$ cat config.mk
export PLATFORM = sky130hd
export DESIGN_NAME = run_ctrl
export DESIGN_NICKNAME = d
export VERILOG_FILES = /design/src/rtl/run_ctrl.sv
export SDC_FILE = /design/constraint.sdc
export NUM_CORES = 1
export LEC_CHECK = 0
export BUFFER_PORTS_ARGS = -buffer_cell sky130_fd_sc_hd__buf_2
export CORE_MARGIN = 8
export CORE_UTILIZATION = 32
export CTS_CLUSTER_SIZE = 25
export DETAILED_ROUTE_END_ITERATION = 10
export PLACE_DENSITY = 0.55
export RECOVER_POWER = 50
export SLEW_MARGIN = 20
export SYNTH_ARGS = -nofsm -noshare
export SYNTH_HDL_FRONTEND = slang
export SYNTH_SLANG_ARGS = --single-unit
$ cat constraint.sdc
create_clock -name i_clk -period 3.4 [get_ports i_clk]
set_input_delay 0.17 -clock i_clk [delete_from_list [all_inputs] [get_ports i_clk]]
set_output_delay 0.17 -clock i_clk [all_outputs]
set_load 0.05 [all_outputs]
$ cat src/rtl/run_ctrl.sv
// run_ctrl: staged reset generator and end-of-run monitor for the pipelined core.
//
// After the board reset is released, the NUM_RST active-low core resets are let go one by
// one: channel k goes high after edge RST_CYCLES-1 + k*STAGE_GAP, counting the first edge
// that samples i_reset high as edge 0. The edge that releases the last channel also enters
// RUN. In RUN the block counts cycles and retired instructions. It ends the run with one of
// three results, in priority order:
//   PASS    - HALT_PC retires.
//   STALL   - STALL_LIMIT consecutive idle cycles.
//   TIMEOUT - TIMEOUT_CYCLES run cycles.
// DONE is sticky until i_reset goes low again.
//
// Ports:
//   i_clk         clock, all logic on the rising edge
//   i_reset       synchronous active-low reset
//   i_pc_debug    PC of the instruction retiring this cycle
//   i_insn_vld    a valid instruction retires this cycle
//   o_core_rst_n  staged active-low resets to the core sub-blocks
//   o_running     high while in RUN
//   o_done        sticky end-of-run flag
//   o_status      00 none, 01 PASS, 10 STALL, 11 TIMEOUT
//   o_cycle_cnt   RUN cycles elapsed (saturating)
//   o_insn_cnt    instructions retired in RUN (saturating)
//
// CNT_W must not exceed 63 so that the timeout compare fits in 64 bits.

module run_ctrl #(
    parameter int unsigned     NUM_RST        = 2,
    parameter int unsigned     RST_CYCLES     = 4,
    parameter int unsigned     STAGE_GAP      = 2,
    parameter logic [31:0]     HALT_PC        = 32'h0000_0FFC,
    parameter int unsigned     STALL_LIMIT    = 16,
    parameter longint unsigned TIMEOUT_CYCLES = 100000,
    parameter int unsigned     CNT_W          = 32
) (
    input  logic               i_clk,
    input  logic               i_reset,
    input  logic [31:0]        i_pc_debug,
    input  logic               i_insn_vld,
    output logic [NUM_RST-1:0] o_core_rst_n,
    output logic               o_running,
    output logic               o_done,
    output logic [1:0]         o_status,
    output logic [CNT_W-1:0]   o_cycle_cnt,
    output logic [CNT_W-1:0]   o_insn_cnt
);

    // Hold count at which the last channel is released.
    localparam int unsigned HoldLast = RST_CYCLES + (NUM_RST - 1) * STAGE_GAP;
    localparam int unsigned HoldW    = $clog2(HoldLast + 1);
    localparam int unsigned StallW   = $clog2(STALL_LIMIT + 1);

    localparam logic [HoldW-1:0]  HoldOne  = HoldW'(1);
    localparam logic [StallW-1:0] StallOne = StallW'(1);
    localparam logic [CNT_W-1:0]  CntOne   = CNT_W'(1);
    localparam logic [CNT_W:0]    WideOne  = (CNT_W + 1)'(1);

    localparam logic [1:0] StatNone    = 2'b00;
    localparam logic [1:0] StatPass    = 2'b01;
    localparam logic [1:0] StatStall   = 2'b10;
    localparam logic [1:0] StatTimeout = 2'b11;

    typedef enum logic [1:0] {
        StHold,
        StRun,
        StDone
    } state_e;

    state_e               state_q;
    logic [HoldW-1:0]     hold_cnt_q;
    logic [StallW-1:0]    stall_cnt_q;
    logic [NUM_RST-1:0]   rst_n_q;
    logic                 running_q;
    logic                 done_q;
    logic [1:0]           status_q;
    logic [CNT_W-1:0]     cycle_cnt_q;
    logic [CNT_W-1:0]     insn_cnt_q;

    // Next-value helpers
    logic [HoldW-1:0]     hold_inc;
    logic [NUM_RST-1:0]   release_d;
    logic                 release_all;
    logic [StallW-1:0]    stall_inc;
    logic                 cycle_sat;
    logic [CNT_W-1:0]     cycle_inc;
    logic [CNT_W:0]       cycle_wide;
    logic [CNT_W-1:0]     insn_inc;
    logic                 halt_hit;
    logic                 stall_hit;
    logic                 timeout_hit;
    logic                 end_hit;
    logic [1:0]           end_code;

    // Reset staging: channel k releases once the incremented hold count reaches its threshold.
    always_comb begin
        hold_inc  = hold_cnt_q + HoldOne;
        release_d = '0;
        for (int unsigned k = 0; k < NUM_RST; k++) begin
            release_d[k] = (32'(hold_inc) >= (RST_CYCLES + STAGE_GAP * k));
        end
        release_all = release_d[NUM_RST-1];
    end

    // Run monitoring: counters and end-of-run detection from the current-cycle inputs.
    always_comb begin
        stall_inc   = stall_cnt_q + StallOne;
        cycle_sat   = &cycle_cnt_q;
        cycle_inc   = cycle_sat ? cycle_cnt_q : cycle_cnt_q + CntOne;
        insn_inc    = (&insn_cnt_q) ? insn_cnt_q : insn_cnt_q + CntOne;
        // One bit wider, so TIMEOUT_CYCLES = 2^CNT_W does not alias to zero.
        cycle_wide  = {1'b0, cycle_cnt_q} + WideOne;

        halt_hit    = i_insn_vld && (i_pc_debug == HALT_PC);
        stall_hit   = !i_insn_vld && (32'(stall_inc) >= STALL_LIMIT);
        // A saturated counter can never reach a limit beyond its range.
        timeout_hit = !cycle_sat && (64'(cycle_wide) == TIMEOUT_CYCLES);

        end_hit  = halt_hit || stall_hit || timeout_hit;
        end_code = StatNone;
        if (halt_hit) begin
            end_code = StatPass;
        end else if (stall_hit) begin
            end_code = StatStall;
        end else if (timeout_hit) begin
            end_code = StatTimeout;
        end
    end

    always_ff @(posedge i_clk) begin
        if (!i_reset) begin
            state_q     <= StHold;
            hold_cnt_q  <= '0;
            stall_cnt_q <= '0;
            rst_n_q     <= '0;
            running_q   <= 1'b0;
            done_q      <= 1'b0;
            status_q    <= StatNone;
            cycle_cnt_q <= '0;
            insn_cnt_q  <= '0;
        end else begin
            unique case (state_q)
                StHold: begin
                    hold_cnt_q <= hold_inc;
                    // Released channels stay released.
                    rst_n_q    <= rst_n_q | release_d;
                    if (release_all) begin
                        state_q   <= StRun;
                        running_q <= 1'b1;
                    end
                end
                StRun: begin
                    // The end-condition cycle is still counted.
                    cycle_cnt_q <= cycle_inc;
                    if (i_insn_vld) begin
                        insn_cnt_q  <= insn_inc;
                        stall_cnt_q <= '0;
                    end else begin
                        stall_cnt_q <= stall_inc;
                    end
                    if (end_hit) begin
                        state_q   <= StDone;
                        running_q <= 1'b0;
                        done_q    <= 1'b1;
                        status_q  <= end_code;
                    end
                end
                StDone: begin
                    // Frozen; the core stays out of reset so its state can be inspected.
                end
                default: begin
                    state_q <= StHold;
                end
            endcase
        end
    end

    assign o_core_rst_n = rst_n_q;
    assign o_running    = running_q;
    assign o_done       = done_q;
    assign o_status     = status_q;
    assign o_cycle_cnt  = cycle_cnt_q;
    assign o_insn_cnt   = insn_cnt_q;

endmodule

# Yosys cells after proc, flatten, opt, wreduce, memory -nomap -nowiden
# Cells that the tools add are included.
[word_totals]
register_bits = 80
in_bits = 35
output_inout_bits = 70
word_cells = 53
[classes]
add_sub_neg = 5
order_cmp = 3
eq_ne = 6
n_mux = 10
n_bitwise = 4
reduce_logical = 16
[ops]
columns = ["operator", "count"]
rows = [
  ["adder 32 x 1 -> 32 bit, second input constant", 2],
  ["AND reduction 32 bit", 2],
  ["adder 32 x 1 -> 33 bit, second input constant", 1],
  ["equality test 33 x 17 -> 1 bit, second input constant", 1],
  ["equality test 32 x 12 -> 1 bit, second input constant", 1],
  ["2-to-1 mux 2 bit", 5],
  ["AND reduction 3 bit", 3],
  ["greater-or-equal comparator 3 bit, second input constant", 2],
  ["case mux 2 bit (3 select lines)", 1],
  ["adder 5 x 1 -> 5 bit, second input constant", 1],
  ["greater-or-equal comparator 5 bit, second input constant", 1],
  ["2-to-1 mux 5 bit", 1],
  ["inequality test 2 bit, second input constant", 2],
  ["AND reduction 2 bit", 2],
  ["adder 3 x 1 -> 3 bit, second input constant", 1],
  ["logical AND 1 bit", 3],
  ["NOT 1 bit", 3],
  ["equality test 2 x 1 -> 1 bit, second input constant", 1],
  ["equality test 2 bit, second input constant", 1],
  ["logical NOT 1 bit", 2],
  ["logical NOT 2 bit", 1],
  ["logical OR 1 bit", 2],
  ["2-to-1 mux 1 bit", 2],
  ["bitwise OR 2 bit", 1],
  ["other kinds (2)", 2],
]

# Depth between registers and ports, before layout
[depth]
word_depth = 7
depth_mapped = 9
ltp_nobuf = 8

# Least setup slack after synthesis
# No wires, ideal clock.
[synth_path]
path_kind = "register to register"
start = "reg cycle_cnt_q[10] (netlist: o_cycle_cnt[10])"
end = "reg running_q (netlist: o_running)"
setup_ns = 0.132
t_arrival_ns = 2.687
required_time_ns = 3.268
slack_ns = 0.581
path_stages_with_launch = 10
n_path_buf = 2
period_less_slack_ns = 2.819
path_cell_list = "dfxtp_1 buf_2 nand3_2 or4_4 buf_6 o31a_1 a211oi_2 nand4_2 o31ai_4 a21oi_1"
[synth_between]
elab_chain_len = 6
word_cells_on_any_way = 8
cone_classes = "add/sub (1); eq/ne (2); reduce/logical (5)"
[synth_lines]
columns = ["item", "line", "rtl"]
rows = [
  ["start, declared", "76", "logic [CNT_W-1:0] cycle_cnt_q;"],
  ["start signal, assigned", "153", "cycle_cnt_q <= cycle_inc;"],
  ["adder 32 x 1 -> 33 bit / AND reduction 32 bit (equally long branches)", "111, 107", ""],
  ["equality test 33 x 17 -> 1 bit / logical NOT 1 bit (equally long branches)", "116", "timeout_hit = !cycle_sat && (64'(cycle_wide) == TIMEOUT_CYCLES);"],
  ["logical AND 1 bit (*)", "116", ""],
  ["logical OR 1 bit (*)", "118", "end_hit = halt_hit || stall_hit || timeout_hit;"],
  ["inequality test 2 bit (no source line) (*)", "-", ""],
  ["AND reduction 3 bit (no source line) (*)", "-", ""],
  ["end signal, assigned", "135", "running_q <= 1'b0;"],
  ["end signal, assigned", "148", "running_q <= 1'b1;"],
  ["end signal, assigned", "162", "running_q <= 1'b0;"],
  ["end, declared", "73", "logic running_q;"],
]
# Mark *: on every way between the ends. The rest lies on a longest branch, timed or not.
# A chain may end at the register's enable or synchronous reset.

# Final worst setup path
[layout_path]
start = "reg cycle_cnt_q[10] (netlist: o_cycle_cnt[10])"
end = "reg state_q[0]"
[layout_between]
elab_chain_len = 6
word_cells_on_any_way = 8
cone_classes = "add/sub (1); eq/ne (2); reduce/logical (5)"
[layout_lines]
columns = ["item", "line", "rtl"]
rows = [
  ["adder 32 x 1 -> 33 bit / AND reduction 32 bit (equally long branches)", "111, 107", ""],
  ["equality test 33 x 17 -> 1 bit / logical NOT 1 bit (equally long branches)", "116", ""],
  ["logical AND 1 bit (*)", "116", ""],
  ["logical OR 1 bit (*)", "118", ""],
  ["inequality test 2 bit (no source line) (*)", "-", ""],
  ["AND reduction 3 bit (no source line) (*)", "-", ""],
  ["end signal, assigned", "131", "state_q <= StHold;"],
  ["end signal, assigned", "147", "state_q <= StRun;"],
  ["end signal, assigned", "161", "state_q <= StDone;"],
  ["end, declared", "69", "state_e state_q;"],
]
# Marks and branches as above.

==> metrics.txt <==
DIE AREA=17300 sq um; CP Launch Type=register; Internal Power=1.55 mW; final setup violation count=0; failing checks=capacitance limit, slew limit; setup TNS=0 ns; Setup Buffers After CTS=0; mapped cell area=4270 sq um; Net Sw Power=569 uW; initial antenna violation count=0; Nets=665; post-synthesis register bit count=80; DIE WIDTH=132 um; Comb power frac=11.4%; CP peak stage delay=0.64 ns; Antenna Nets Post-Route=0; CTS tree=built; Synth Net Count=568; status=finished with violations; via count=4114; row count=42; vias in the first global route=3996; final hold vios=0; wire per inst=15.1 um; Yosys cell types=54; DR vias/cell=5.10; clock sinks=80; Post-synth EDFFs=0; core area=13100 sq um; CTS root buffer=clkbuf_16; GP Congestion=0.847; WP data required=3.55 ns; actual slew at the worst max-slew pin=1.74 ns; DRT Pass-1 Iters=5; Synth Flop Type=dfxtp_1; synth top area cells=dfxtp_1 37%, xnor2_1 9.8%, nor2_1 7.2%; remaining global-route overflow=0; Yosys warning count=0; final slew viol count=56; Inst Count DP=791; total track usage=13.7%; DP Worst Slack=0.679 ns; PnR worst setup slack=0.609 ns; sequential share of power=46.8%; Post-Synthesis Cells=529; Layout Skew=0.00907 ns; Seq/Total Area, Yosys=37.5%; most frequent cell after synthesis=nor2_1; I/O pins=105; Clock power frac=41.9%; ratio of cells with drive above 1 in the final layout=10.9%; Synth top area share=37.5%; Max clock buf depth=2; # Max-Cap Violations=1; Hold Buf Count CTS=0; first-pass GRT wire length=19700 um; filler cell count=1396; buffers added on ports=104; Final Cycle Share=82.1%; PwrDens=412 nW/um^2; placed inst area=4960 sq um; fin cells=807; achievable frequency=358 MHz; total CTS buffers=9; Worst-path clk slew=0.06 ns; P&R area growth vs syn=20.4%; Synth top cells by count=82 x nor2_1, 80 x dfxtp_1, 48 x xnor2_1; sw frac=26.8%; static leakage=1.69 nW; Crit. End Element=register; Detailed Place HPWL=9110 um; Synth async-reset ratio=0%; routed wire length=12200 um; worst skew pair latency=0.34 ns; most area-hungry cell type in the Yosys netlist=dfxtp_1; largest net degree at the start of global routing=56; Hold Crit Class=input port to register; Slew Limit Headroom=-15.9%; VDD IR-drop max=0.213 mV; Ant. Diodes=0; syn_area_per_cell=8.08 sq um; CTS resizes=0; CP Data Arrival Time=2.94 ns; crit-path cells=nand3_2 -> or4_4 -> nor4_1 -> mux2i_1 -> o211ai_2 -> o31ai_4 -> o31ai_1; CP max FO=10; CP max-delay cell=or4_4; H-tree depth=3; Post-Route Utilization=39.2%; RSZ-0062 raised after global routing=false; Final min period=2.79 ns; post-route cell area=5150 sq um; chip height=132 um; DRC viols=0; Iter 0 DRT Violations=253; Initial Util=32.5%; critical path class=register to register
==> cell usage in the layout (no fill, tap or decap), drive strengths merged, types with 4 or more instances in the layout <==
| cell type | instances |
|---|---|
| or4 | 4 |
| a21oi | 16 |
| ha | 4 |
| o21ai | 14 |
| inv | 11 |
| nand2 | 42 |
| nor2 | 82 |
| and3 | 7 |
| clkbuf | 80 |
| nor4b | 6 |
| dfxtp | 80 |
| xnor2 | 48 |
| and4 | 7 |
| xor2 | 18 |
| and2 | 9 |
| nor4 | 21 |
| nor3 | 27 |
| nand3 | 32 |
| nand4 | 19 |
| a31oi | 4 |
| or3 | 10 |
| buf | 45 |
==> worst paths after layout <==
check	start	end	slack, ns	cells after the start
setup / recovery	o_cycle_cnt[10]	state_q[0]	0.61	7
hold / removal	i_insn_vld	stall_cnt_q[1]	0.23	3
setup reg to reg	o_cycle_cnt[10]	state_q[0]	0.61	7
hold reg to reg	stall_cnt_q[4]	stall_cnt_q[4]	0.47	2
==> registers in the layout (all words and copies together) (netlist names) <==
signal        cells
o_status          2
o_running         1
o_done            1
o_core_rst_n      2
o_cycle_cnt      32
o_insn_cnt       32
hold_cnt_q        3
stall_cnt_q       5
state_q           2
==> cells by family after synthesis <==
kind of cell,after synthesis,share of synthesized area (%)
compound gates,56,8.87
xor+xnor,66,13.5
fa+ha+maj,4,1.17
buf+inv,37,3.57
flops,80,37.5
mux,3,0.703
simple gates,283,34.7
==> area by class of cell <==
type | count | area, sq um | share of cell area [%]
well taps | 176 | 220 | 4.28
clock inverters | 3 | 17.5 | 0.340
clock buffers | 13 | 250 | 4.86
inverters | 11 | 41.3 | 0.802
repair buffers | 112 | 497 | 9.65
multi-input cells | 412 | 2520 | 48.9
flip-flops and latches | 80 | 1600 | 31.1
==> worst max-delay path, delay by kind of cell (launching register included) <==
kind	cells	cell delay, ns
and+or+nand+nor	3	1.25
AOI/OAI and AO/OA	3	0.54
DFF	1	0.53
muxes	1	0.29
==> power by group through the flow <==
stage	Sequential, mW	Clock, mW	Combinational [mW]
floorplan	1.06	0	0.124
global placement	1.01	0	0.244
detailed placement	1.01	0	0.247
global route	0.997	0.956	0.264
CTS	0.992	0.923	0.248
finish	0.993	0.888	0.241
==> through the flow <==
stage	hold WS, ns	power [mW]
2_1_floorplan	0.448	1.18
3_3_place_gp	0.453	1.25
3_5_place_dp	0.465	1.26
4_1_cts	0.221	2.16
5_1_grt	0.254	2.22
6_report	0.232	2.12
==> metal layers <==
layer  global-route usage, %  vias up  wire length, um
li1                        -     2068                -
met1                    16.7     1900             5760
met2                    21.2      127             5350
met3                    5.26       19              828
met4                    5.42        0              227
met5                       0        -                0
Power figures use the tool's default switching activity.
